## src/rtl/data_access.sv

```systemverilog
// RV32I load/store unit: turns one pipeline memory request into a single AXI4 read or write beat
// and reports the formatted result, stalling the pipeline while the access is in flight.
`timescale 1ns/1ps
module data_access #(
    parameter int C_M_AXI_ADDR_WIDTH = 32,
    parameter int C_M_AXI_DATA_WIDTH = 32
) (
    input  logic                          CLK,
    input  logic                          RST,
    input  logic                          REQ_VALID,
    input  logic                          REQ_WRITE,
    input  logic [2:0]                    REQ_FUNCT3,
    input  logic [31:0]                   REQ_ADDR,
    input  logic [31:0]                   REQ_WDATA,
    input  logic [4:0]                    REQ_RD,
    output logic                          MEM_WAIT,
    output logic                          RSP_VALID,
    output logic [4:0]                    RSP_RD,
    output logic [31:0]                   RSP_DATA,
    output logic                          RSP_ERR,
    output logic [C_M_AXI_ADDR_WIDTH-1:0] M_AXI_ARADDR,
    output logic                          M_AXI_ARVALID,
    input  logic                          M_AXI_ARREADY,
    input  logic [C_M_AXI_DATA_WIDTH-1:0] M_AXI_RDATA,
    input  logic [1:0]                    M_AXI_RRESP,
    input  logic                          M_AXI_RVALID,
    output logic                          M_AXI_RREADY,
    output logic [C_M_AXI_ADDR_WIDTH-1:0] M_AXI_AWADDR,
    output logic                          M_AXI_AWVALID,
    input  logic                          M_AXI_AWREADY,
    output logic [C_M_AXI_DATA_WIDTH-1:0] M_AXI_WDATA,
    output logic [3:0]                    M_AXI_WSTRB,
    output logic                          M_AXI_WLAST,
    output logic                          M_AXI_WVALID,
    input  logic                          M_AXI_WREADY,
    input  logic [1:0]                    M_AXI_BRESP,
    input  logic                          M_AXI_BVALID,
    output logic                          M_AXI_BREADY
);

    typedef enum logic [2:0] {
        IDLE,
        RD_ADDR,
        RD_DATA,
        WR_REQ,
        WR_RESP,
        DONE
    } state_t;

    state_t state_reg, state_next;

    logic [1:0]                    lane_reg;
    logic [2:0]                    funct3_reg;
    logic [4:0]                    rd_reg;
    logic [31:0]                   data_reg;
    logic                          err_reg;
    logic                          aw_done_reg;
    logic                          w_done_reg;
    logic [C_M_AXI_ADDR_WIDTH-1:0] araddr_reg;
    logic [C_M_AXI_ADDR_WIDTH-1:0] awaddr_reg;
    logic [C_M_AXI_DATA_WIDTH-1:0] wdata_reg;
    logic [3:0]                    wstrb_reg;

    logic        misaligned;
    logic [31:0] store_data;
    logic [3:0]  store_strb;
    logic [31:0] rdata_word;
    logic [7:0]  load_byte;
    logic [15:0] load_half;
    logic [31:0] load_data;
    logic        aw_ok;
    logic        w_ok;

    // Unsupported funct3 encodings fold into the misaligned error path.
    always_comb begin
        misaligned = 1'b1;
        case (REQ_FUNCT3)
            3'b000, 3'b100: misaligned = 1'b0;
            3'b001, 3'b101: misaligned = REQ_ADDR[0];
            3'b010:         misaligned = |REQ_ADDR[1:0];
            default:        misaligned = 1'b1;
        endcase
    end

    // Each byte lane picks its source byte from the store size; strobes follow the lane address.
    for (genvar gi = 0; gi < 4; gi++) begin : g_lane
        assign store_data[8*gi +: 8] = (REQ_FUNCT3[1:0] == 2'b00) ? REQ_WDATA[7:0] :
                                       (REQ_FUNCT3[1:0] == 2'b01) ? REQ_WDATA[8*(gi%2) +: 8] :
                                                                    REQ_WDATA[8*gi +: 8];
        assign store_strb[gi] = (REQ_FUNCT3[1:0] == 2'b00) ? (REQ_ADDR[1:0] == 2'(gi)) :
                                (REQ_FUNCT3[1:0] == 2'b01) ? (REQ_ADDR[1] == 1'(gi / 2)) :
                                                             1'b1;
    end

    assign rdata_word = M_AXI_RDATA[31:0];
    assign load_byte  = rdata_word[{lane_reg, 3'b000} +: 8];
    assign load_half  = rdata_word[{lane_reg[1], 4'b0000} +: 16];

    always_comb begin
        load_data = rdata_word;
        case (funct3_reg)
            3'b000:  load_data = {{24{load_byte[7]}}, load_byte};
            3'b001:  load_data = {{16{load_half[15]}}, load_half};
            3'b100:  load_data = {24'd0, load_byte};
            3'b101:  load_data = {16'd0, load_half};
            default: load_data = rdata_word;
        endcase
    end

    // A channel counts as accepted if it handshook earlier or is handshaking now.
    assign aw_ok = aw_done_reg | M_AXI_AWREADY;
    assign w_ok  = w_done_reg | M_AXI_WREADY;

    always_ff @(posedge CLK or posedge RST) begin
        if (RST) begin
            state_reg <= IDLE;
        end else begin
            state_reg <= state_next;
        end
    end

    always_comb begin
        state_next = state_reg;
        case (state_reg)
            IDLE: begin
                if (REQ_VALID) begin
                    if (misaligned)     state_next = DONE;
                    else if (REQ_WRITE) state_next = WR_REQ;
                    else                state_next = RD_ADDR;
                end
            end
            RD_ADDR: if (M_AXI_ARREADY) state_next = RD_DATA;
            RD_DATA: if (M_AXI_RVALID) state_next = DONE;
            WR_REQ:  if (aw_ok && w_ok) state_next = WR_RESP;
            WR_RESP: if (M_AXI_BVALID) state_next = DONE;
            DONE:    state_next = IDLE;
            default: state_next = IDLE;
        endcase
    end

    always_ff @(posedge CLK or posedge RST) begin
        if (RST) begin
            lane_reg    <= '0;
            funct3_reg  <= '0;
            rd_reg      <= '0;
            data_reg    <= '0;
            err_reg     <= 1'b0;
            aw_done_reg <= 1'b0;
            w_done_reg  <= 1'b0;
            araddr_reg  <= '0;
            awaddr_reg  <= '0;
            wdata_reg   <= '0;
            wstrb_reg   <= '0;
        end else begin
            case (state_reg)
                IDLE: begin
                    if (REQ_VALID) begin
                        lane_reg    <= REQ_ADDR[1:0];
                        funct3_reg  <= REQ_FUNCT3;
                        rd_reg      <= REQ_RD;
                        data_reg    <= '0;
                        err_reg     <= misaligned;
                        aw_done_reg <= 1'b0;
                        w_done_reg  <= 1'b0;
                        if (!misaligned) begin
                            if (REQ_WRITE) begin
                                awaddr_reg <= C_M_AXI_ADDR_WIDTH'({REQ_ADDR[31:2], 2'b00});
                                wdata_reg  <= C_M_AXI_DATA_WIDTH'(store_data);
                                wstrb_reg  <= store_strb;
                            end else begin
                                araddr_reg <= C_M_AXI_ADDR_WIDTH'({REQ_ADDR[31:2], 2'b00});
                            end
                        end
                    end
                end
                RD_DATA: begin
                    if (M_AXI_RVALID) begin
                        err_reg  <= (M_AXI_RRESP != 2'b00);
                        data_reg <= (M_AXI_RRESP != 2'b00) ? 32'd0 : load_data;
                    end
                end
                WR_REQ: begin
                    if (M_AXI_AWREADY) aw_done_reg <= 1'b1;
                    if (M_AXI_WREADY)  w_done_reg  <= 1'b1;
                end
                WR_RESP: begin
                    if (M_AXI_BVALID) err_reg <= (M_AXI_BRESP != 2'b00);
                end
                default: ;
            endcase
        end
    end

    assign M_AXI_ARADDR  = araddr_reg;
    assign M_AXI_ARVALID = (state_reg == RD_ADDR);
    assign M_AXI_RREADY  = (state_reg == RD_DATA);
    assign M_AXI_AWADDR  = awaddr_reg;
    assign M_AXI_AWVALID = (state_reg == WR_REQ) && !aw_done_reg;
    assign M_AXI_WDATA   = wdata_reg;
    assign M_AXI_WSTRB   = wstrb_reg;
    assign M_AXI_WVALID  = (state_reg == WR_REQ) && !w_done_reg;
    assign M_AXI_WLAST   = M_AXI_WVALID;
    assign M_AXI_BREADY  = (state_reg == WR_RESP);

    // Response fields are only presented during the single DONE cycle.
    assign RSP_VALID = (state_reg == DONE);
    assign RSP_RD    = RSP_VALID ? rd_reg : 5'd0;
    assign RSP_DATA  = RSP_VALID ? data_reg : 32'd0;
    assign RSP_ERR   = RSP_VALID && err_reg;

    assign MEM_WAIT = ((state_reg == IDLE) && REQ_VALID) ||
                      (state_reg == RD_ADDR) || (state_reg == RD_DATA) ||
                      (state_reg == WR_REQ)  || (state_reg == WR_RESP);

endmodule

```

## config.mk

```make
export PLATFORM = sky130hd
export DESIGN_NAME = data_access
export DESIGN_NICKNAME = d
export VERILOG_FILES = /design/src/rtl/data_access.sv
export SDC_FILE = /design/constraint.sdc
export NUM_CORES = 1
export LEC_CHECK = 0
export BUFFER_PORTS_ARGS = -buffer_cell sky130_fd_sc_hd__buf_2
export CAP_MARGIN = 20
export CORE_MARGIN = 1
export CORE_UTILIZATION = 50
export CTS_CLUSTER_SIZE = 10
export DETAILED_ROUTE_END_ITERATION = 10
export PLACE_DENSITY = 0.82
export SYNTH_ARGS = -nofsm -noshare
export SYNTH_HDL_FRONTEND = slang
export SYNTH_SLANG_ARGS = --single-unit
```

## constraint.sdc

```tcl
create_clock -name CLK -period 7.2 [get_ports CLK]
set_input_delay 1.44 -clock CLK [delete_from_list [all_inputs] [get_ports CLK]]
set_output_delay 1.44 -clock CLK [all_outputs]
set_load 0.02 [all_outputs]
```

==> out/results.md, run 1 <==
| Result | Value |
|---|---|
| Run status | complete, no violations |
| Final wirelength | 17.3 mm |
| Worst setup skew after layout | 0.00819 ns |
| Syn avg cell area | 11.3 sq um |
| WL per Instance | 16.8 um |
| Signal arrival time at the worst endpoint | 3.85 ns |
| Startpoint of the worst register-to-register path | state_reg[1]$_DFFE_PP0P_ |
| Io pins | 263 |
| Buffers plus inverters on the worst setup path | 2 |
| Worst hold path class | reg -> reg |
| Layout net count | 957 |
| Sum Neg Setup Slack | 0 ns |
| CTS tree | done |
| Post-layout instance count excluding filler cells | 1029 |
| Setup repair after global routing missed its margin | no |
| Sinks on the clock net | 144 |
| Type of origin of the critical path | input pin |
| Tmin final | 3.55 ns |
| Port Buffer Count | 258 |
| Hold path depth | 2 |
| Count of H-tree levels built during CTS | 4 |
| Critical path, cell by cell | buf_2, a21oi_1, o211ai_1, buf_4, mux2_2 |
| Number of warnings printed during yosys synthesis | 0 |
| Total of hold buffers inserted after clock tree synthesis | 0 |
| Worst min-delay path endpoint | data_reg[7]$_DFFE_PP0P_ |
| Final Max Tran Viols | 0 |
| Antenna viol nets, final | 0 |
| Ratio of final minimum period to clock period | 0.494 |
| Worst path top cell family by delay | buffers and inverters |
| Violation count after the first detailed-route iteration | 354 |
| Clock share of power | 0.258 |
| Ant. Diodes | 0 |
| Biggest cell delay along the critical path | 0.77 ns |
| Cell accounting for the most synthesized area | dfrtp_1 |
| Std cell rows | 42 |
| Number of detailed-routing iterations run before antenna repair | 4 |
| Vias in the first global route | 5415 |
| Internal Pwr Total | 2.38 mW |
| Total core area | 13200 sq um |
| Initial core utilization | 0.515 |
| Highest-delay cell along the critical path | buf_4 |
| Number of synthesized register bits | 144 |
| Skew-Pair Late Insertion Delay | 0.42 ns |
| Hold Fails Final Rpt | 0 |
| Top cell type's share of synthesized area | 0.529 |
| Number of antenna violations at the first check in global routing | 0 |
| Grt ovf | 0 |
| Top cell types by occurrence after synthesis | 144 x dfrtp_1, 79 x mux2_2, 47 x nand2_1, 46 x o21ai_0, 40 x and2_1 |
| Worst reg-to-reg setup slack | 4.35 ns |
| Net switching share of the total power | 0.380 |
| Total chip power | 3.84 mW |
| Highest Clock Rate | 281 MHz |
| Number of enable-type register cells in the synthesized netlist | 0 |
| Share of final-layout standard cells stronger than drive strength 1 | 0.454 |
| Start point of the worst hold path | data_reg[7]$_DFFE_PP0P_ |
| Clock slew at reported path FFs | 0.06 ns |
| Vias after detailed routing | 5523 |
| Critical R2R Capture | M_AXI_AWADDR[7]$_DFFE_PP0P_ |
| Part of the total power dissipated in sequential elements | 0.362 |
| Power spent charging and discharging nets | 1.46 mW |
| Routability Congestion | 0.854 |
| # DRC | 0 |
| Largest vdd supply drop | 0.000332 V |
| Y dimension of the die | 119 um |
| Cell count after synthesis | 601 |
| Required time of the critical path | 7.49 ns |
| Post-route core utilization | 0.666 |
| Count of final setup violators | 0 |
| Sequential fraction of the synthesis area | 0.529 |
| Global Route Usage Sum | 0.254 |
| Worst r2r path cells | 4 |
| # Post-CTS Setup Buffers | 0 |
| CTS root buf | clkbuf_16 |
| Via/cell ratio | 5.37 |
| PD cells | 435 nW/um^2 |
| Cells taking the most area after synthesis | dfrtp_1 53%, mux2_2 13%, mux2i_1 5.1% |
| Transition time of the tightest slew-check pin | 1.02 ns |
| Combinational cell fraction of total power | 0.380 |
| MaxCap Viol Count | 0 |
| Main synth FF type | dfrtp_1 |
| CP Class | in -> reg |
| Synth async-reset ratio | 1.00 |
| Post-synthesis to final-layout area growth | 29.5% |
| Post-detailed-placement half-perimeter wirelength | 12.2 mm |
| Largest net degree at the start of global routing | 87 |
| Maximum clock path buffer count | 2 |
| Critical Path Fanout Max | 86 |
| Netlist Area Pre-Place | 6810 sq um |
| Relative slew slack | 0.318 |
| TritonCTS Buffers | 17 |
| Library cell with the highest instance count after synthesis | dfrtp_1 |
| Global-route wire length before repair | 27.8 mm |
| Kind of end point of the critical path | register |
| Leakage | 4.52 nW |
| CTS-repair resized insts | 0 |
| Overall die area | 14100 sq um |
| Final worst hold slack | 0.469 ns |
| Unique cell type count in the Yosys netlist | 41 |
| Number of cells after detailed placement | 996 |
| Chip width | 119 um |
-- area by class of cell --
| class | count | area (sq um) |
|---|---|---|
| fill | 1063 | 4420 |
| sequential | 144 | 3600 |
| multi-input combinational | 404 | 2950 |
| timing repair buffer | 264 | 1340 |
| clock buffer | 20 | 467 |
| tap | 176 | 220 |
| clock inverter | 12 | 203 |
| inverter | 9 | 38.8 |
-- cells by family (layout without fill, tap and decap cells) --
| group | after synthesis | in the layout | share of synthesized area |
|---|---|---|---|
| buffers and inverters | 56 | 305 | 0.0404 |
| flip-flops | 144 | 144 | 0.529 |
| AO/OA/AOI/OAI | 126 | 126 | 0.114 |
| AND/OR/NAND/NOR | 159 | 159 | 0.131 |
| multiplexers | 115 | 115 | 0.185 |
| other | 1 | 4 | 0.000550 |
-- stage by stage --
step                setup WS [ns]  cell area, sq um
global route                 3.46              8820
global placement             3.31              8140
detailed placement           3.26              8140
CTS                          3.24              8810
finish                       3.65              8820
floorplan                    1.89              6830
-- tightest hold or removal path, delay by kind of cell, from the launching register on --
kind / cells / cell delay, ns
flops: 1 / 0.33
compound gates: 1 / 0.06
simple gates: 1 / 0.05
-- cell usage in the layout (no fill, tap or decap), types with 3 or more instances in the layout --
cell type / count
bufinv_16: 5
a21oi_1: 32
o21ai_0: 46
clkbuf_16: 17
or3_1: 7
a32oi_1: 16
nand2_1: 47
nor2_1: 19
o22ai_1: 10
inv_1: 7
buf_2: 258
inv_6: 4
dfrtp_1: 144
conb_1: 4
o31ai_1: 5
nor3_1: 3
mux2i_1: 35
clkbuf_8: 3
mux2_2: 79
and2_1: 40
nand2b_1: 19
nor2b_1: 11
buf_4: 5
a22o_1: 8
-- routing by layer --
| metal | vias to the layer above | global-route usage | wire length (um) |
|---|---|---|---|
| met5 | - | 0 | 0 |
| met4 | 0 | 0.111 | 365 |
| met3 | 29 | 0.0796 | 1410 |
| met2 | 246 | 0.404 | 8260 |
| met1 | 2653 | 0.319 | 7280 |
| li1 | 2595 | - | - |
-- power groups by stage --
stage	registers [mW]	logic (mW)	clock network [mW]
2_1_floorplan	1.66	0.687	0
3_3_place_gp	1.37	1.42	0
3_5_place_dp	1.39	1.46	0
4_1_cts	1.39	1.46	1.00
5_1_grt	1.43	1.58	1.04
6_report	1.39	1.46	0.991
-- how the worst max path moves through the flow --
stage                              from                      endpoint  depth (start not counted)
2_1_floorplan                       RST  M_AXI_ARADDR[10]$_DFFE_PP0P_                          1
3_3_place_gp              REQ_FUNCT3[1]  M_AXI_AWADDR[11]$_DFFE_PP0P_                          5
3_5_place_dp              REQ_FUNCT3[1]  M_AXI_AWADDR[14]$_DFFE_PP0P_                          5
4_1_cts        state_reg[1]$_DFFE_PP0P_                  RSP_DATA[14]                          4
5_1_grt                   REQ_FUNCT3[1]   M_AXI_AWADDR[7]$_DFFE_PP0P_                          5
6_report                  REQ_FUNCT3[1]   M_AXI_AWADDR[7]$_DFFE_PP0P_                          5
Power figures use the tool's default switching activity.
==> run 2, diff against run 1 <==
--- a/config.mk
+++ b/config.mk
@@ -8,10 +8,10 @@
 export BUFFER_PORTS_ARGS = -buffer_cell sky130_fd_sc_hd__buf_2
 export CAP_MARGIN = 20
 export CORE_MARGIN = 1
-export CORE_UTILIZATION = 50
+export CORE_UTILIZATION = 45
 export CTS_CLUSTER_SIZE = 10
 export DETAILED_ROUTE_END_ITERATION = 10
-export PLACE_DENSITY = 0.82
+export PLACE_DENSITY = 0.77
 export SYNTH_ARGS = -nofsm -noshare
 export SYNTH_HDL_FRONTEND = slang
 export SYNTH_SLANG_ARGS = --single-unit
==> constraint.sdc (replaced) <==
create_clock -name CLK -period 3 [get_ports CLK]
set_input_delay 0.6 -clock CLK [delete_from_list [all_inputs] [get_ports CLK]]
set_output_delay 0.6 -clock CLK [all_outputs]
set_load 0.02 [all_outputs]
==> run 2 against run 1 <==
  * The run now ends with design-rule violations left
  * Clock power increased by 100%
  * Clock skew grew 0.0011 ns
  * Cell area decreased by 0.26%
  * Power is 130% higher
  * First-iteration DRC count increased by 2.0%
  * Largest cell class unchanged
  * Sequential power rose by 140%
  * Combinational power up 140%
  * Routed wire length grew 1.3%
==> out/results.md, run 2 (synthesized netlist as in run 1, its figures left out) <==
| Result | Value |
|---|---|
| Run status | finished, violations left |
| Failing checks | design-rule violations |
| Largest vdd supply drop | 0.000720 V |
| MaxCap Viol Count | 0 |
| CTS root buf | clkbuf_16 |
| Transition time of the tightest slew-check pin | 0.670 ns |
| Number of detailed-routing iterations run before antenna repair | 8 |
| Hold Fails Final Rpt | 0 |
| # DRC | 34 |
| Storage cell area | 3600 sq um |
| Overall die area | 15600 sq um |
| Vias in the first global route | 5521 |
| Total chip power | 8.83 mW |
| Final Max Tran Viols | 0 |
| Port Buffer Count | 258 |
| Number of antenna violations at the first check in global routing | 0 |
| Antenna viol nets, final | 0 |
| Io pins | 263 |
| Most frequent standard cell in the layout excluding fill and tap cells | buf_2 |
| # Post-CTS Setup Buffers | 0 |
| Critical path, cell by cell | inv_2, and3_1, buf_4, and2_1, buf_2 |
| Grt ovf | 0 |
| Total of hold buffers inserted after clock tree synthesis | 0 |
| Clock share of power | 0.225 |
| Leakage | 4.51 nW |
| Via/cell ratio | 5.31 |
| Chip width | 125 um |
| Count of H-tree levels built during CTS | 4 |
| Y dimension of the die | 125 um |
| Combinational cell fraction of total power | 0.400 |
| CTS tree | done |
| Highest-delay cell along the critical path | dfrtp_1 |
| CP Class | reg -> out |
| TritonCTS Buffers | 17 |
| Post-detailed-placement half-perimeter wirelength | 12.5 mm |
| Buffers plus inverters on the worst setup path | 3 |
| Layout net count | 964 |
| Internal Pwr Total | 5.36 mW |
| Cell depth of the worst setup path | 5 |
| Worst r2r path cells | 4 |
| Most used cells in the layout excluding fill and tap cells | 258 x buf_2, 144 x dfrtp_1, 79 x mux2_2 |
| Kind of end point of the critical path | primary output |
| Clock slew at reported path FFs | 0.06 ns |
| Signal arrival time at the worst endpoint | 1.88 ns |
| Sinks on the clock net | 144 |
| Critical Path Fanout Max | 17 |
| Highest Clock Rate | 403 MHz |
| Net switching share of the total power | 0.394 |
| Final worst hold slack | 0.295 ns |
| Part of the total power dissipated in sequential elements | 0.375 |
| Critical Path Sink | RSP_DATA[14] |
| Worst hold path class | in -> async |
| Count of final setup violators | 0 |
| Std cell rows | 44 |
| Largest net degree at the start of global routing | 95 |
| Count of filler cells inserted in the layout | 1256 |
| Final wirelength | 17.5 mm |
| Power spent charging and discharging nets | 3.48 mW |
| Setup repair after global routing missed its margin | no |
| Initial core utilization | 0.465 |
| Skew-Pair Late Insertion Delay | 0.42 ns |
| PD cells | 1000 nW/um^2 |
| Ratio of final minimum period to clock period | 0.828 |
| Ant. Diodes | 0 |
| Worst setup skew after layout | 0.00933 ns |
| Total core area | 14600 sq um |
| Relative slew slack | 0.553 |
| Worst setup startpoint | state_reg[1]$_DFFE_PP0P_ |
| Biggest cell delay along the critical path | 0.62 ns |
| Type of origin of the critical path | register |
| Critical R2R Capture | data_reg[18]$_DFFE_PP0P_ |
| Routability Congestion | 0.800 |
| Sum Neg Setup Slack | 0 ns |
| Violation count after the first detailed-route iteration | 361 |
| Post-synthesis to final-layout area growth | 29.1% |
| Maximum clock path buffer count | 2 |
| Share of final-layout standard cells stronger than drive strength 1 | 0.457 |
| CTS-repair resized insts | 0 |
| Global Route Usage Sum | 0.231 |
| Vias after detailed routing | 5543 |
| Worst reg-to-reg setup slack | 0.94 ns |
| Global-route wire length before repair | 28.5 mm |
| Worst path top cell family by delay | flip-flops |
| Area occupied by multi-input gates | 2950 sq um |
| Required time of the critical path | 2.40 ns |
| WL per Instance | 16.8 um |
| Startpoint of the worst register-to-register path | state_reg[2]$_DFFE_PP0P_ |
| Tmin final | 2.48 ns |
run 2: area by class of cell:
cell class / instances / area share
timing repair buffer: 271 / 0.162
clock buffer: 19 / 0.0503
sequential: 144 / 0.409
tap: 184 / 0.0262
clock inverter: 13 / 0.0128
multi-input combinational: 404 / 0.335
inverter: 9 / 0.00427
run 2: routing by layer:
layer	vias up	global-route usage	share of wire
met1	2679	0.289	0.42
met3	25	0.0753	0.084
met2	236	0.375	0.48
met4	0	0.0861	0.016
li1	2603	-	-
met5	-	0	0
run 2: power by group through the flow:
| stage | sequential, mW | clock (mW) | combinational [mW] |
|---|---|---|---|
| floorplan | 3.99 | 0 | 1.65 |
| global placement | 3.29 | 0 | 3.48 |
| detailed placement | 3.32 | 0 | 3.56 |
| CTS | 3.31 | 2.03 | 3.56 |
| global route | 3.43 | 2.10 | 3.82 |
| finish | 3.31 | 1.99 | 3.54 |
run 2: how the worst min path moves through the flow:
stage                            startpoint                          end  cells past startpoint
global placement    data_reg[5]$_DFFE_PP0P_      data_reg[5]$_DFFE_PP0P_                      2
CTS                                     RST  M_AXI_WDATA[28]$_DFFE_PP0P_                      3
detailed placement  data_reg[4]$_DFFE_PP0P_      data_reg[4]$_DFFE_PP0P_                      2
floorplan           data_reg[0]$_DFFE_PP0P_      data_reg[0]$_DFFE_PP0P_                      2
finish                                  RST  M_AXI_WDATA[28]$_DFFE_PP0P_                      3
global route                            RST  M_AXI_WDATA[28]$_DFFE_PP0P_                      3
run 2: metrics by stage:
step           cells  utilization  instance area, sq um  setup slack, ns
4_1_cts         1044        0.601                  8800            0.482
6_report        1044        0.601                  8800            0.516
2_1_floorplan    604            -                  6830            0.595
3_5_place_dp    1012        0.563                  8240            0.662
3_3_place_gp    1012        0.563                  8240            0.694
5_1_grt         1044        0.601                  8800            0.405
run 2: worst register-to-register path: cells and delay by family, from the launching register on:
kind,cells,cell delay (ns)
and+or+nand+nor,4,1.45
DFF,1,0.54
==> run 3, diff against run 2 <==
--- a/config.mk
+++ b/config.mk
@@ -8,10 +8,10 @@
 export BUFFER_PORTS_ARGS = -buffer_cell sky130_fd_sc_hd__buf_2
 export CAP_MARGIN = 20
 export CORE_MARGIN = 1
-export CORE_UTILIZATION = 45
+export CORE_UTILIZATION = 49
 export CTS_CLUSTER_SIZE = 10
 export DETAILED_ROUTE_END_ITERATION = 10
-export PLACE_DENSITY = 0.77
+export PLACE_DENSITY = 0.8
 export SYNTH_ARGS = -nofsm -noshare
 export SYNTH_HDL_FRONTEND = slang
 export SYNTH_SLANG_ARGS = --single-unit
==> constraint.sdc (replaced) <==
create_clock -name CLK -period 2.4 [get_ports CLK]
set_input_delay 0.48 -clock CLK [delete_from_list [all_inputs] [get_ports CLK]]
set_output_delay 0.48 -clock CLK [all_outputs]
set_load 0.02 [all_outputs]
==> run 3 against run 2 <==
  * The flow still finishes with violations (design-rule violations)
  * Die area is 8.0% lower
  * Clock-buffer cell count is 1 lower
  * Largest cell class unchanged
  * Setup slack worse by 0.39 ns
  * Utilization is 6.2 points higher
  * Combinational power is 26% higher
  * Global-route usage is 1.5 points higher
==> out/results.md, run 3 (synthesized netlist as in run 1, its figures left out) <==
| Result | Value |
|---|---|
| Largest net degree at the start of global routing | 81 |
| Type of origin of the critical path | register |
| Leakage | 4.55 nW |
| Number of detailed-routing iterations run before antenna repair | 8 |
| Number of antenna violations at the first check in global routing | 1 |
| Highest-delay cell along the critical path | dfrtp_1 |
| Transition time of the tightest slew-check pin | 0.626 ns |
| Biggest cell delay along the critical path | 0.59 ns |
| CTS root buf | clkbuf_16 |
| Storage cell area | 3600 sq um |
| Vias after detailed routing | 5479 |
| TritonCTS Buffers | 17 |
| Buffers plus inverters on the worst setup path | 2 |
| Most frequent standard cell in the layout excluding fill and tap cells | buf_2 |
| Port Buffer Count | 258 |
| Vias in the first global route | 5566 |
| Required time of the critical path | 1.92 ns |
| Count of filler cells inserted in the layout | 1075 |
| Run status | finished, violations left |
| Kind of end point of the critical path | primary output |
| Sum Neg Setup Slack | 0 ns |
| Highest Clock Rate | 440 MHz |
| Ratio of final minimum period to clock period | 0.947 |
| Overall die area | 14400 sq um |
| Grt ovf | 0 |
| Worst setup skew after layout | 0.00474 ns |
| Failing checks | design-rule violations |
| Hold Fails Final Rpt | 0 |
| Y dimension of the die | 120 um |
| CP Class | reg -> out |
| Sinks on the clock net | 144 |
| Net switching share of the total power | 0.384 |
| Internal Pwr Total | 6.99 mW |
| Final Max Tran Viols | 0 |
| Layout net count | 966 |
| Chip width | 120 um |
| Most used cells in the layout excluding fill and tap cells | 258 x buf_2, 143 x dfrtp_1, 79 x mux2_2 |
| Post-synthesis to final-layout area growth | 30.4% |
| Io pins | 263 |
| Share of final-layout standard cells stronger than drive strength 1 | 0.459 |
| Worst hold path class | in -> async |
| Via/cell ratio | 5.28 |
| Part of the total power dissipated in sequential elements | 0.364 |
| Signal arrival time at the worst endpoint | 1.79 ns |
| Tmin final | 2.27 ns |
| Total chip power | 11.3 mW |
| Total of hold buffers inserted after clock tree synthesis | 0 |
| Total core area | 13400 sq um |
| Clock share of power | 0.243 |
| Setup repair after global routing missed its margin | no |
| CTS tree | done |
| Clock slew at reported path FFs | 0.06 ns |
| Number of cells after detailed placement | 1006 |
| Area occupied by multi-input gates | 2950 sq um |
| Final wirelength | 17.2 mm |
| Count of H-tree levels built during CTS | 4 |
| Largest vdd supply drop | 0.000838 V |
| # DRC | 1 |
| Post-detailed-placement half-perimeter wirelength | 12.5 mm |
| PD cells | 1280 nW/um^2 |
| Std cell rows | 42 |
| Routability Congestion | 0.850 |
| Count of final setup violators | 0 |
| Post-layout instance count excluding filler cells | 1037 |
| Critical Path Fanout Max | 39 |
| Maximum clock path buffer count | 2 |
| Critical path, cell by cell | and3_1, buf_6, and2_1, buf_2 |
| Skew-Pair Late Insertion Delay | 0.41 ns |
| Global Route Usage Sum | 0.246 |
| Ant. Diodes | 0 |
| Initial core utilization | 0.508 |
| Power spent charging and discharging nets | 4.35 mW |
| Relative slew slack | 0.583 |
| Global-route wire length before repair | 27.6 mm |
| Worst path top cell family by delay | flip-flops |
| Antenna viol nets, final | 0 |
| WL per Instance | 16.5 um |
| MaxCap Viol Count | 0 |
| Combinational cell fraction of total power | 0.393 |
| Violation count after the first detailed-route iteration | 378 |
[run 3: final timing paths]
| path | start | endpoint | slack, ns | depth (start not counted) |
|---|---|---|---|---|
| worst min register to register | data_reg[4]$_DFFE_PP0P_ | data_reg[4]$_DFFE_PP0P_ | 0.47 | 2 |
| worst min-delay path | RST | M_AXI_ARADDR[5]$_DFFE_PP0P_ | 0.17 | 3 |
| worst max register to register | lane_reg[1]$_DFFE_PP0P_ | data_reg[24]$_DFFE_PP0P_ | 0.48 | 5 |
| max in group asynchronous | RST | M_AXI_WDATA[1]$_DFFE_PP0P_ | 1.85 | 3 |
| min in group CLK | REQ_RD[4] | rd_reg[4]$_DFFE_PP0P_ | 0.31 | 2 |
| worst max-delay path | state_reg[2]$_DFFE_PP0P_ | RSP_DATA[26] | 0.13 | 4 |
[run 3: worst reg2reg max path, cell delays in order, from the launching register on]
cell	delay, ns
dfrtp_1	0.45
buf_4	0.30
nor2_1	0.09
a221oi_1	0.37
and4bb_1	0.38
nand2b_1	0.22
[run 3: metal layers]
metal	share of wire	vias up	track usage
li1	-	2613	-
met1	0.41	2624	0.292
met2	0.48	214	0.409
met3	0.087	26	0.0832
met4	0.017	2	0.100
met5	0.00076	-	0
[run 3: per-stage QoR]
stage,cell area (sq um),hold WS (ns),utilization,setup WS [ns]
6_report,8880,0.174,0.663,0.127
5_1_grt,8880,0.203,0.663,0.0184
4_1_cts,8880,0.197,0.663,0.0275
3_5_place_dp,8260,0.462,0.617,0.423
3_3_place_gp,8260,0.455,0.617,0.485
2_1_floorplan,6830,0.442,-,0.115
[run 3: final cells by class]
type | count | share of cell area
flip-flops and latches | 144 | 0.406
multi-input cells | 404 | 0.332
repair buffers | 273 | 0.164
clock buffers | 18 | 0.0483
well taps | 176 | 0.0248
clock inverters | 13 | 0.0211
inverters | 9 | 0.00423
[run 3: what timing repair did]
| action | CTS | global route |
|---|---|---|
| setup endpoints to repair | 0 | 38 |
| buffers inserted | 0 | 0 |
| gates resized for setup | 0 | 2 |
[run 3: power by group through the flow]
stage | sequential (mW) | clock, mW | combinational [mW]
floorplan | 4.99 | 0 | 2.06
global placement | 4.09 | 0 | 4.37
detailed placement | 4.14 | 0 | 4.46
CTS | 4.12 | 2.79 | 4.49
global route | 4.25 | 2.89 | 4.80
finish | 4.13 | 2.76 | 4.46
